--- src/rtl/loader_ram_writer.sv ---
// Buffers loader byte writes in a small FIFO and drains them into the shared RAM port
// in free cycles. Drops ROM-region writes and signals load completion / start-address jump.
module loader_ram_writer #(
    parameter int              DATA    = 8,
    parameter int              ADDR    = 16,
    parameter int              DEPTH   = 8,
    parameter logic [ADDR-1:0] ROM_TOP = 16'h3000
) (
    input  logic            clock,
    input  logic            reset,
    input  logic            loader_wr,
    input  logic            loader_download,
    input  logic [ADDR-1:0] loader_addr,
    input  logic [DATA-1:0] loader_data,
    input  logic [ADDR-1:0] execute_addr,
    input  logic            execute_enable,
    input  logic            ram_gnt,
    output logic            ram_we,
    output logic [ADDR-1:0] ram_addr,
    output logic [DATA-1:0] ram_data,
    output logic            busy,
    output logic            load_done,
    output logic            exec_go,
    output logic [ADDR-1:0] exec_addr,
    output logic            overflow,
    output logic [15:0]     bytes_written,
    output logic [7:0]      dropped_count,
    output logic [1:0]      state_dbg
);

    localparam int PW = $clog2(DEPTH);
    localparam logic [PW:0] FULL_CNT = (PW+1)'(DEPTH);

    typedef enum logic [1:0] {
        S_IDLE   = 2'd0,
        S_LOAD   = 2'd1,
        S_DRAIN  = 2'd2,
        S_FINISH = 2'd3
    } state_t;

    state_t state_q, state_d;

    logic [ADDR-1:0] mem_addr [DEPTH];
    logic [DATA-1:0] mem_data [DEPTH];
    logic [PW-1:0]   wr_ptr, rd_ptr;
    logic [PW:0]     count;
    logic            dl_q;
    logic            exec_pending;

    logic dl_rise, dl_fall;
    logic push_req, prot_drop, full, pop, push, lost, clear_stats;

    // Handshake: ram_we is valid (head entry present), ram_gnt is ready. A write
    // transfers on every edge where both are high; the head is held stable otherwise.
    assign ram_we   = (count != '0);
    assign ram_addr = ram_we ? mem_addr[rd_ptr] : '0;
    assign ram_data = ram_we ? mem_data[rd_ptr] : '0;

    assign dl_rise     = loader_download && !dl_q;
    assign dl_fall     = !loader_download && dl_q;
    assign push_req    = loader_wr && (loader_addr >= ROM_TOP);
    assign prot_drop   = loader_wr && (loader_addr < ROM_TOP);
    assign full        = (count == FULL_CNT);
    assign pop         = ram_we && ram_gnt;
    assign lost        = push_req && full && !pop;
    assign push        = push_req && !lost;
    assign clear_stats = (state_q == S_IDLE) && dl_rise;
    assign state_dbg   = state_q;

    always_ff @(posedge clock) begin
        if (reset) state_q <= S_IDLE;
        else       state_q <= state_d;
    end

    always_comb begin
        state_d = state_q;
        case (state_q)
            S_IDLE:   if (dl_rise) state_d = S_LOAD;
            S_LOAD:   if (dl_fall) state_d = S_DRAIN;
            S_DRAIN: begin
                if (loader_download)             state_d = S_LOAD;
                else if (count == '0 && !push)   state_d = S_FINISH;
            end
            S_FINISH: state_d = S_IDLE;
            default:  state_d = S_IDLE;
        endcase
    end

    always_comb begin
        busy      = (state_q != S_IDLE);
        load_done = (state_q == S_FINISH);
        exec_go   = (state_q == S_FINISH) && exec_pending;
    end

    // Storage carries no reset: the pointers and count define which entries are live.
    always_ff @(posedge clock) begin
        if (push) begin
            mem_addr[wr_ptr] <= loader_addr;
            mem_data[wr_ptr] <= loader_data;
        end
    end

    always_ff @(posedge clock) begin
        if (reset) begin
            wr_ptr        <= '0;
            rd_ptr        <= '0;
            count         <= '0;
            dl_q          <= 1'b0;
            exec_pending  <= 1'b0;
            exec_addr     <= '0;
            overflow      <= 1'b0;
            bytes_written <= '0;
            dropped_count <= '0;
        end else begin
            dl_q <= loader_download;

            if (push) wr_ptr <= wr_ptr + PW'(1);
            if (pop)  rd_ptr <= rd_ptr + PW'(1);
            case ({push, pop})
                2'b10:   count <= count + (PW+1)'(1);
                2'b01:   count <= count - (PW+1)'(1);
                default: count <= count;
            endcase

            // A new download restarts the statistics; events of the same cycle still count.
            if (clear_stats) begin
                bytes_written <= pop ? 16'd1 : 16'd0;
                overflow      <= lost;
                dropped_count <= (lost || prot_drop) ? 8'd1 : 8'd0;
            end else begin
                if (pop) bytes_written <= bytes_written + 16'd1;
                if (lost) overflow <= 1'b1;
                if ((lost || prot_drop) && dropped_count != 8'hFF)
                    dropped_count <= dropped_count + 8'd1;
            end

            if (execute_enable) begin
                exec_addr    <= execute_addr;
                exec_pending <= 1'b1;
            end else if (state_q == S_FINISH) begin
                exec_pending <= 1'b0;
            end
        end
    end

endmodule
--- config.mk ---
export PLATFORM = sky130hd
export DESIGN_NAME = loader_ram_writer
export DESIGN_NICKNAME = d
export VERILOG_FILES = /design/src/rtl/loader_ram_writer.sv
export SDC_FILE = /design/constraint.sdc
export NUM_CORES = 1
export LEC_CHECK = 0
export BUFFER_PORTS_ARGS = -buffer_cell sky130_fd_sc_hd__buf_2
export CORE_MARGIN = 4
export CORE_UTILIZATION = 52
export CTS_CLUSTER_DIAMETER = 40
export DETAILED_ROUTE_END_ITERATION = 10
export PLACE_DENSITY = 0.75
export SLEW_MARGIN = 20
export SYNTH_ARGS = -nofsm -noshare
export SYNTH_HDL_FRONTEND = slang
export SYNTH_SLANG_ARGS = --single-unit
--- constraint.sdc ---
create_clock -name clock -period 3.6 [get_ports clock]
set_input_delay 0.18 -clock clock [delete_from_list [all_inputs] [get_ports clock]]
set_output_delay 0.18 -clock clock [all_outputs]
set_load 0.01 [all_outputs]
After elaboration in Yosys (flattened, before gate mapping). Memory sizes are Yosys's and may differ from the RTL's. A register that Yosys moved wholly into a read port is not among the register bits. Cells that the tools add are included.

Register bits after elaboration: 55. RAM bits: 192. Input bits: 46. Output and inout port bits: 71. Word-level logic and storage cells: 82. Memories kept: 2.

Memory list: mem_addr (depth 8, bits a word 16, rd ports 1, clocked after Yosys merged registers in 1, wr ports 1, line 43) `logic [ADDR-1:0] mem_addr [DEPTH];`; mem_data (depth 8, bits a word 8, rd ports 1, clocked after Yosys merged registers in 1, wr ports 1, line 44) `logic [DATA-1:0] mem_data [DEPTH];`.

$add $sub $neg: 6. Magnitude comparators: 2. Eq/ne operators: 10. Mux-type cells: 24. Reductions and logical operators: 28.

Operators with widths (number): $mux W16 (3); $mux W8 (3); $add A16 B1 Y16 const B (1); $ge A16 B14 Y1 const B (1); $lt A16 B14 Y1 const B (1); $logic_and A1 B1 Y1 (12); $mux W3 (4); $reduce_bool A2 Y1 (6); $add A8 B1 Y8 const B (1); $mux W1 (8); $mux W2 (4); $ne A8 B8 Y1 const B (1); $pmux W2 S4 (1); $pmux W4 S2 (1); $add A3 B1 Y3 const B (2); $eq A2 B2 Y1 const B (3); $logic_not A1 Y1 (5); $add A4 B1 Y4 const B (1); $eq A2 B1 Y1 const B (2); $eq A4 B4 Y1 const B (1); $logic_not A4 Y1 (1); $ne A2 B2 Y1 const B (2); $reduce_bool A4 Y1 (1); $sub A4 B1 Y4 const B (1); other kinds (4) (4).

Logic depth before layout (Yosys ltp).
Word-level depth: 11. Depth in mapped cells: 9. Gate-level depth less buffers: 8.

Worst setup path after synthesis. OpenSTA, ideal clock, no wires.

Path type: reg2reg. Start: register count[1]. End: memory mem_addr[2][0], enable pin. Data arrival time: 3407 ps. Required time: 3125 ps. Setup slack: -281 ps. Stages on the path, launching flop included: 4. Path buffers: 0. Clock period less this slack: 3881 ps. Path through: dfxtp_1 or3_1 o211ai_1 nor4b_1.

Longest elaborated chain between the ends: 8. Elaborated cells between the ends (all ways): 10. Those cells by class: eq/ne: 1; mux: 2; reduce/logical: 7.

RTL lines: start, declared (line 46) `logic [PW:0] count;`; start signal, assigned (line 120) `2'b10: count <= count + (PW+1)'(1);`; start signal, assigned (line 121) `2'b01: count <= count - (PW+1)'(1);`; start signal, assigned (line 122) `default: count <= count;`; $reduce_bool A4 Y1 (line 55) `assign ram_we = (count != '0);`; $logic_and A1 B1 Y1 (line 64) `assign pop = ram_we && ram_gnt;`; $logic_not A1 Y1 (line 65) `assign lost = push_req && full && !pop;`; $logic_and A1 B1 Y1 (*) (line 65); $logic_not A1 Y1 (*) (line 66) `assign push = push_req && !lost;`; $logic_and A1 B1 Y1 (*) (line 66); $mux W1 (*) (line 97) `if (push) begin`; $mux W1 (implied by the code) (*) (line 98) `mem_addr[wr_ptr] <= loader_addr;`; end, declared (line 43).

Mark *: on every way between the ends. The rest lies on a longest branch, timed or not.

Final worst setup path.
Start: input loader_addr[13]. End: register count[3].

Longest elaborated chain between the ends: 8. Elaborated cells between the ends (all ways): 10. Those cells by class: order compare: 1; eq/ne: 2; mux: 1; reduce/logical: 6.

RTL lines: start, declared (line 13) `input logic [ADDR-1:0] loader_addr,`; $ge A16 B14 Y1 (*) (line 61) `assign push_req = loader_wr && (loader_addr >= ROM_TOP);`; $logic_and A1 B1 Y1 (*) (line 61); $logic_and A1 B1 Y1 (2 in a row) (line 65); $logic_not A1 Y1 (line 66); $logic_and A1 B1 Y1 (*) (line 66); $eq A2 B1 Y1 / $eq A2 B2 Y1 (equally long branches) (line 119) `case ({push, pop})`; $pmux W4 S2 / $reduce_bool A2 Y1 (equally long branches).

Marks and branches as above. A chain may end at the register's enable or synchronous reset.

==> results.yml <==
run_status:
  outcome: "completed"
global_route:
  gr-total-overflow: 0
  antenna_found_initial: 0
  grt_max_degree: 41
  grt_pass1_wl_um: 33900
  grt_pass1_vias: 6235
  grtUsageTotal_pct: 19.7
synth:
  syn_nets: 659
  synth-seq-cells: 250
  yosysWarningCount: 0
  netlist_area_um2: 9960
  synth.area.top_cells: "edfxtp_1, dfxtp_1, mux4_2"
  synthDistinctLibCells: 53
  synthCells: 606
  ys.flop_type: "edfxtp_1"
  ys_seq_area_share_pct: 69.6
  asyncSetResetFlopFracSynth_pct: 0
  synth_edf_count: 192
  netlist.area_leader.share_pct: 57.9
  avgSynthCellArea_um2: 16.4
  synth_top_area_cell: "edfxtp_1"
clock_network:
  cts_buffers: 31
  clkTransAtPathRegs_ns: 0.06
  cts_root_buf: "clkbuf_16"
  cts.sinks: 250
  cts_setup_buffers: 0
  clockBufferDepth: 3
  cts_tree: "built"
  clkLatencyLatePin_ns: 0.53
  ctsHtreeMaxLevel: 1
critical_path:
  worst_path_max_delay_cell: "a211oi_1"
  crit_end: "count[3]"
  cp-start-kind: "input pin"
  reg2reg_from: "count[3]"
  path_max_fanout: 10
  critPathKind: "input pin to flip-flop"
  cp.arrival_ns: 3.39
  worstReg2RegEnd: "count[3]"
  cp_num_cells: 10
  max_stage_delay_ns: 0.73
  cp_num_buf_inv: 3
  critical_path.startpoint: "loader_addr[13]"
  crit_family: "compound AO/OA/AOI/OAI gates"
  r2r_cells: 8
  crit_required_ns: 4.01
  r2r_setup_slack_ns: 0.70
  crit_chain: "dlygate4sd3_1 -> buf_2 -> a211oi_1 -> o21ai_0 -> clkinv_1 -> ha_1 -> a21o_1 -> a21oi_1 -> mux2i_1 -> mux2_1"
  crit_path_end_kind: "flip-flop"
timing:
  timing_hold_violations_final: 0
  fin_crit_sh_pct: 83.0
  max_freq_ghz: 0.335
  slew_headroom_pct: 26.8
  rsz0062_at_grt: "no"
  tns_ns: 0
  finalCriticalPeriod_ns: 2.99
  drv_slew: 0
  setup_violations: 0
  worstMarginPinSlew_ns: 1.09
  skew_ns: 0.0114
route:
  wl_per_cell_um: 20.2
  num_vias: 5968
  post_drt_via_cell_ratio: 5.73
  wirelength_um: 21000
  drt_iter0_drc: 404
  ant_nets: 0
  drc: 0
  firstDrtPassIters: 5
final_layout:
  nFillCells: 1315
  design_area_um2: 12400
  seqCellArea_um2: 6930
  multi_input_area_um2: 2940
  syn_to_final_growth_pct: 24.2
  drive_gt1_share_pct: 31.2
  antenna_cells: 0
  nNetsFinal: 837
power_and_ir_drop:
  p_int_mw: 5.88
  swShare_pct: 27.3
  seqPwrFrac_pct: 42.2
  p_sw_mw: 2.21
  powerDensity_nw_per_um2: 654
  ir_drop_v: 0.000435
  p_comb_share_pct: 20.6
  leakagePower_nw: 4.40
  clkPwrFrac_pct: 37.2
worst_hold_path:
  hold_class: "input pin to flip-flop"
  min_path_cells: 4
die:
  die_area_um2: 21400
  die_x_um: 146
  core_area_um2: 18800
  die_y_um: 146
  initial_utilization_pct: 53.0
  placementRows: 50
  io_pins: 117
place:
  dpl-instance-area_um2: 10900
  dp_hpwl_um: 12700
  place.port_buffers: 116
  place_congestion: 0.825
run:
  cap_viol_max_count: 0
-- flip-flops by register name (all words and copies together) (netlist names), named ones only --
signal / flops
dropped_count: 8
overflow: 1
count: 4
state_dbg: 2
exec_pending: 1
mem_addr: 128
wr_ptr: 3
mem_data: 64
exec_addr: 16
dl_q: 1
rd_ptr: 3
bytes_written: 16
-- Yosys cell counts, types with 2 or more instances --
library cell / count
buf_1: 6
nor2_1: 61
xnor2_1: 6
inv_1: 9
buf_2: 5
mux4_2: 48
edfxtp_1: 192
o31ai_1: 4
or3_1: 10
o211ai_1: 2
ha_1: 6
nor3_1: 8
and4_1: 3
and2_1: 4
o2111ai_1: 4
and3_1: 3
nor2b_1: 4
o21a_1: 2
nand3_1: 7
nand4_1: 6
o41ai_1: 2
nor3b_1: 2
nand2_1: 28
o21ai_0: 9
nor4b_1: 3
a211oi_1: 3
dfxtp_1: 58
xor2_1: 7
or4_1: 2
nor4_1: 2
a21oi_1: 16
o311a_1: 2
mux2i_1: 45
clkbuf_1: 17
nand2b_1: 2
-- layout make-up --
type	count	share of cell area (%)
inverters	10	0.304
repair buffers	174	9.17
flip-flops and latches	250	56.1
multi-input cells	317	23.8
well taps	234	2.37
clock buffers	32	6.30
clock inverters	25	2.03
-- per-layer routing --
metal	vias to the layer above	global-route usage [%]	wire, um	share of wire, %
li1	2739	-	-	-
met1	2976	26.6	8820	42
met2	217	34.1	10600	51
met3	36	3.32	1210	5.8
met4	0	4.14	324	1.5
met5	-	0	0	0
-- stage by stage --
stage | power (mW) | utilization (%) | instances | hold slack, ns | worst slack [ns]
floorplan | 4.55 | - | 606 | 0.258 | 0.224
global placement | 5.07 | 58.2 | 943 | 0.413 | 0.872
detailed placement | 5.12 | 58.2 | 943 | 0.426 | 0.786
CTS | 8.17 | 65.9 | 1042 | 0.0771 | 0.703
global route | 8.46 | 65.9 | 1042 | 0.124 | 0.503
finish | 8.09 | 65.9 | 1042 | 0.0990 | 0.613
-- timing repair --
action / CTS / global route
gates resized for setup: 0 / 0
hold buffers: 42 / 0
hold endpoints to repair: 211 / 0
setup endpoints to repair: 0 / 0
-- placed cells by master, fill, tap and decap left out, drive strengths merged, types with 3 or more instances in the layout --
cell,n
edfxtp,192
buf,132
nor2,61
dfxtp,58
mux4,48
mux2i,45
dlygate4sd3,42
clkbuf,32
nand2,28
a21oi,16
inv,15
clkinv,11
or3,10
o21ai,10
nor3,8
nand3,7
xor2,7
nand4,6
xnor2,6
ha,6
clkinvlp,6
nor2b,4
o2111ai,4
and2,4
o31ai,4
nor4b,4
a211oi,3
and3,3
and4,3
bufinv,3
-- worst reg2reg max path: stages (launching register included) --
cell	delay, ns
dfxtp_1	0.38
o41a_4	0.62
o21ai_0	0.18
clkinv_1	0.31
ha_1	0.36
a21o_1	0.18
a21oi_1	0.19
mux2i_1	0.24
mux2_1	0.34
-- worst min-delay path by stage --
stage / slack [ns] / end / startpoint
2_1_floorplan: 0.26 / state_dbg[1] / loader_download
6_report: 0.1 / bytes_written[1] / ram_gnt
3_5_place_dp: 0.43 / exec_addr[10] / execute_addr[10]
5_1_grt: 0.12 / bytes_written[0] / ram_gnt
4_1_cts: 0.08 / overflow / ram_gnt
3_3_place_gp: 0.41 / exec_addr[13] / execute_addr[13]
-- power groups by stage --
stage | logic, mW | registers (mW) | clock network, mW
final | 1.66 | 3.41 | 3.01
after global routing | 1.82 | 3.44 | 3.20
after CTS | 1.68 | 3.42 | 3.07
after detailed placement | 1.64 | 3.48 | 0
after global placement | 1.60 | 3.46 | 0
after floorplan | 1.19 | 3.36 | 0
-- kinds of logic (layout without fill, tap and decap cells) --
group                    after synthesis  in the layout  synth area share, %
AO/OA/AOI/OAI                         53             53                 3.86
XOR/XNOR                              13             13                 1.14
adder cells (fa/ha/maj)                7              7                0.955
buffers and inverters                 39            241                 1.61
flip-flops                           250            250                 69.6
multiplexers                          94             94                 15.5
AND/OR/NAND/NOR                      150            150                 7.36
Note: power is estimated with default switching activity, not from simulation.
